File: src/rtl/uart_alu_frame_ctrl.sv
// ---------------------------------------------------------------------------
// uart_alu_frame_ctrl: collects A/B/opcode bytes, hands ALU result to UART TX
// Revision: 1.0
// ---------------------------------------------------------------------------
`default_nettype none

module uart_alu_frame_ctrl #(
  parameter int NB_DATA        = 8,
  parameter int NB_OP          = 6,
  parameter int TIMEOUT_CYCLES = 50_000_000
) (
  input  logic               i_clk,
  input  logic               i_reset,
  input  logic               i_rx_done,
  input  logic [NB_DATA-1:0] i_rx_data,
  input  logic [NB_DATA-1:0] i_alu_result,
  input  logic               i_tx_done,
  output logic [NB_DATA-1:0] o_data_a,
  output logic [NB_DATA-1:0] o_data_b,
  output logic [NB_OP-1:0]   o_op,
  output logic               o_tx_start,
  output logic [NB_DATA-1:0] o_tx_data,
  output logic               o_busy,
  output logic               o_drop
);

  localparam int                 CNT_W   = $clog2(TIMEOUT_CYCLES);
  localparam logic [CNT_W-1:0]   CNT_MAX = CNT_W'(TIMEOUT_CYCLES - 1);
  localparam logic [CNT_W-1:0]   CNT_ONE = CNT_W'(1);

  typedef enum logic [2:0] {
    ST_WAIT_A  = 3'd0,
    ST_WAIT_B  = 3'd1,
    ST_WAIT_OP = 3'd2,
    ST_SEND    = 3'd3,
    ST_WAIT_TX = 3'd4
  } state_t;

  state_t             state_q,    state_d;
  logic [NB_DATA-1:0] data_a_q,   data_a_d;
  logic [NB_DATA-1:0] data_b_q,   data_b_d;
  logic [NB_OP-1:0]   op_q,       op_d;
  logic [NB_DATA-1:0] tx_data_q,  tx_data_d;
  logic               tx_start_q, tx_start_d;
  logic               drop_q,     drop_d;
  logic [CNT_W-1:0]   cnt_q,      cnt_d;

  always_ff @(posedge i_clk) begin
    if (i_reset) begin
      state_q    <= ST_WAIT_A;
      data_a_q   <= '0;
      data_b_q   <= '0;
      op_q       <= '0;
      tx_data_q  <= '0;
      tx_start_q <= 1'b0;
      drop_q     <= 1'b0;
      cnt_q      <= '0;
    end else begin
      state_q    <= state_d;
      data_a_q   <= data_a_d;
      data_b_q   <= data_b_d;
      op_q       <= op_d;
      tx_data_q  <= tx_data_d;
      tx_start_q <= tx_start_d;
      drop_q     <= drop_d;
      cnt_q      <= cnt_d;
    end
  end

  always_comb begin
    state_d    = state_q;
    data_a_d   = data_a_q;
    data_b_d   = data_b_q;
    op_d       = op_q;
    tx_data_d  = tx_data_q;
    tx_start_d = 1'b0;
    drop_d     = 1'b0;
    cnt_d      = '0;

    case (state_q)
      ST_WAIT_A: begin
        if (i_rx_done) begin
          data_a_d = i_rx_data;
          state_d  = ST_WAIT_B;
        end
      end
      ST_WAIT_B, ST_WAIT_OP: begin
        // A byte landing on the expiry cycle wins over the timeout.
        if (i_rx_done) begin
          if (state_q == ST_WAIT_B) begin
            data_b_d = i_rx_data;
            state_d  = ST_WAIT_OP;
          end else begin
            op_d    = i_rx_data[NB_OP-1:0];
            state_d = ST_SEND;
          end
        end else if (cnt_q == CNT_MAX) begin
          state_d = ST_WAIT_A;
          drop_d  = 1'b1;
        end else begin
          cnt_d = cnt_q + CNT_ONE;
        end
      end
      ST_SEND: begin
        tx_data_d  = i_alu_result;
        tx_start_d = 1'b1;
        drop_d     = i_rx_done;
        state_d    = ST_WAIT_TX;
      end
      ST_WAIT_TX: begin
        drop_d = i_rx_done;
        if (i_tx_done) begin
          state_d = ST_WAIT_A;
        end
      end
      default: state_d = ST_WAIT_A;
    endcase
  end

  assign o_data_a   = data_a_q;
  assign o_data_b   = data_b_q;
  assign o_op       = op_q;
  assign o_tx_data  = tx_data_q;
  assign o_tx_start = tx_start_q;
  assign o_drop     = drop_q;
  assign o_busy     = (state_q == ST_SEND) || (state_q == ST_WAIT_TX);

endmodule

`default_nettype wire
File: config.mk
export PLATFORM = sky130hd
export DESIGN_NAME = uart_alu_frame_ctrl
export DESIGN_NICKNAME = d
export VERILOG_FILES = /design/src/rtl/uart_alu_frame_ctrl.sv
export SDC_FILE = /design/constraint.sdc
export NUM_CORES = 1
export LEC_CHECK = 0
export BUFFER_PORTS_ARGS = -buffer_cell sky130_fd_sc_hd__buf_2
export CAP_MARGIN = 10
export CORE_MARGIN = 5
export CORE_UTILIZATION = 44
export CTS_CLUSTER_SIZE = 24
export DETAILED_ROUTE_END_ITERATION = 6
export HOLD_SLACK_MARGIN = 0.08
export PLACE_DENSITY = 0.66
export SYNTH_ARGS = -nofsm -noshare
export SYNTH_HDL_FRONTEND = slang
export SYNTH_SLANG_ARGS = --single-unit
export TNS_END_PERCENT = 5
File: constraint.sdc
create_clock -name i_clk -period 2.8 [get_ports i_clk]
set_input_delay 0 -clock i_clk [delete_from_list [all_inputs] [get_ports i_clk]]
set_output_delay 0 -clock i_clk [all_outputs]
set_load 0.01 [all_outputs]
==> results_dict.tcl <==
set metrics [dict create \
    synth_top_area_share_pct 48.2 \
    synth_edf_count 0 \
    comb_power_share_pct 7.8 \
    grt_start_max_net_pins 40 \
    crit_family "simple AND/OR/NAND/NOR gates" \
    ff2ff_path_depth 6 \
    slew_headroom_pct 51.4 \
    slew_viol_final 0 \
    timing.rr.end "cnt_q[5]" \
    setup_slack_ns 0.618 \
    cp.arrival_ns 2.18 \
    syn_nets 324 \
    path_common_cell "nand2_1" \
    slowest_delay_ns 0.65 \
    rsz0062_at_grt "no" \
    synth.most_common_cell "dfxtp_1" \
    whs_path_depth 2 \
    fin_skew_ns 0.00960 \
    pre_cts_slack_ns 0.741 \
    clock_latency_ns 0.33 \
    num_rows 27 \
    synth_cells 303 \
    hp-class "primary input to flip-flop" \
    critPathLaunch "state_q[1]" \
    ir_worst_vdd_v 0.000280 \
    fin_crit_sh_pct 77.9 \
    grt_pass1_wl_um 9630 \
    post_cts_buffers 0 \
    critPathLaunchType "flip-flop" \
    worstHoldStart "i_reset" \
    power.leakage_nw 1.15 \
    max_freq_mhz 458 \
    rr_startpoint "cnt_q[0]" \
    cts_resized 0 \
    setup_viol 0 \
    io_buffers 52 \
    hold_path_end "o_op[0]" \
    crit_path_cell_trace "nor2b_1 > nand2_1 > nand2_1 > buf_2" \
    cts-root-buf "clkbuf_8" \
    grt_util_all_layers_pct 16.1 \
    path_class "flip-flop to output port" \
    grt_pass1_vias 2170 \
    vias 2283 \
    ys_warn_count 0 \
    post-route-min-period_ns 2.18 \
    synth_area_leaders "dfxtp_1 48%, nand2_1 7.7%, a21oi_1 7.1%" \
    diodes 0 \
    dpl.hpwl_um 3740 \
    p_per_area_nw_per_um2 518 \
    initial_core_util_pct 45.7 \
    cp_slowest_cell "nor2b_1" \
    drt-vias-per-instance 5.12 \
    htree_levels 3 \
    rrSetupSlack_ns 0.74 \
    clk_pin_slew_ns 0.06 \
    wl_um 5510 \
    hold_violations 0 \
    endpoint_kind "output port" \
    intPower_mw 1.25 \
    swShare_pct 23.7 \
    total_power_mw 1.64 \
    cts_buffer_depth 2 \
    antenna_found_initial 0 \
    setup_tns_ns 0 \
    status "completed" \
    antenna_left 0 \
    layout-drive-gt1-share_pct 20.3 \
    initialDrtViolationCount 66 \
    firstDrtPassIters 4 \
    yosysUniqueCellTypes 35 \
    overflow 0 \
    routedWlPerCell_um 12.4 \
    max-cap-violations 0 \
    syn_area_um2 2530 \
    yosys.area.top_type "dfxtp_1" \
    p_seq_share_pct 54.9 \
    area_growth_pct 24.9 \
    place.gp.congestion 0.727 \
    cts-buffers-inserted 9 \
    ys.flop_type "dfxtp_1" \
    synth_common_cells "61 x dfxtp_1, 52 x nand2_1, 36 x a21oi_1, 27 x nor2_1, 16 x nand3_1" \
    async_reset_ff_share_pct 0 \
    crit_fanout 11 \
    cp.buffers_inverters 1 \
    cp.required_ns 2.80 \
    worstMarginPinSlew_ns 0.728 \
    power_switching_mw 0.388 \
    syn_avg_cell_area_um2 8.36 \
    fp.dieH_um 85.9 \
    hold_buffers 18 \
    cts_tree "yes" \
    synth.yosys.seq_area_share_pct 48.2 \
    dieArea_um2 7370 \
    die_w_um 85.9 \
    core_area_um2 5540 \
    cts.sinks 61 \
    drcViolationCount 0 \
    ys_ff_latch 61 \
    clkPwrFrac_pct 37.3 \
    ios 53 \
    final_nets 392 \
]
==> layout make-up <==
type                            instances  area (um2)
Fill cell                             517        2380
Sequential cell                        61        1220
Multi-Input combinational cell        219        1220
Timing Repair Buffer                   73         463
Clock buffer                           11         131
Tap cell                               72        90.1
Inverter                                7        26.3
Clock inverter                          3        15.0
==> per-layer routing <==
layer / share of wire [%] / vias to the layer above / track usage, % / routed length, um
met2: 46 / 51 / 26.6 / 2540
met4: 1.0 / 0 / 5.18 / 55
met3: 6.3 / 6 / 5.48 / 347
met5: 0 / - / 0 / 0
met1: 47 / 1043 / 19.6 / 2560
li1: - / 1183 / - / -
==> through the flow <==
step                      util (%)  cells  cell area, um2  hold WS, ns
after floorplan                  -    303            2530        0.136
after global placement        51.2    414            2840        0.253
after detailed placement      51.2    414            2840        0.259
after CTS                     57.1    446            3160        0.181
after global routing          57.1    446            3160        0.208
final                         57.1    446            3160        0.190
==> flip-flops by register name, indices dropped and copies added, names as in the netlist <==
name and flops:
o_op 6, cnt_q 26, o_tx_data 8, state_q 3
o_data_a 8, o_drop 1, o_data_b 8, o_tx_start 1
==> power by group through the flow <==
stage | registers [mW] | logic [mW] | clock network, mW
6_report | 0.901 | 0.127 | 0.612
3_3_place_gp | 0.920 | 0.108 | 0
2_1_floorplan | 0.920 | 0.0613 | 0
5_1_grt | 0.904 | 0.140 | 0.681
3_5_place_dp | 0.920 | 0.109 | 0
4_1_cts | 0.901 | 0.129 | 0.635
==> placed cells by master (no fill, tap or decap), types with 7 or more instances in the layout <==
cell and n:
nand3_1 16, xnor2_1 9, o21ai_0 8, or3_1 7, a21oi_1 36, dlygate4sd3_1 18
dfxtp_1 61, inv_1 7, or4_1 9, clkbuf_8 9, nand2_1 52, buf_2 52
nor2_1 27
==> logic make-up (layout without fill, tap and decap cells) <==
family | count (synthesis) | after routing | synth area share, %
buf+inv | 23 | 94 | 3.75
compound gates | 55 | 55 | 12.0
mux | 6 | 6 | 2.37
xor+xnor | 13 | 13 | 4.50
flops | 61 | 61 | 48.2
fa+ha+maj | 1 | 1 | 0.494
simple gates | 144 | 144 | 28.7
==> worst max path at each step <==
stage | endpoint | slack, ns | cells after the start
floorplan | cnt_q[19] | 0.86 | 6
global placement | cnt_q[4] | 0.80 | 6
detailed placement | cnt_q[9] | 0.74 | 6
CTS | o_busy | 0.59 | 4
global route | o_busy | 0.36 | 4
finish | o_busy | 0.62 | 4
Power figures use the tool's default switching activity.
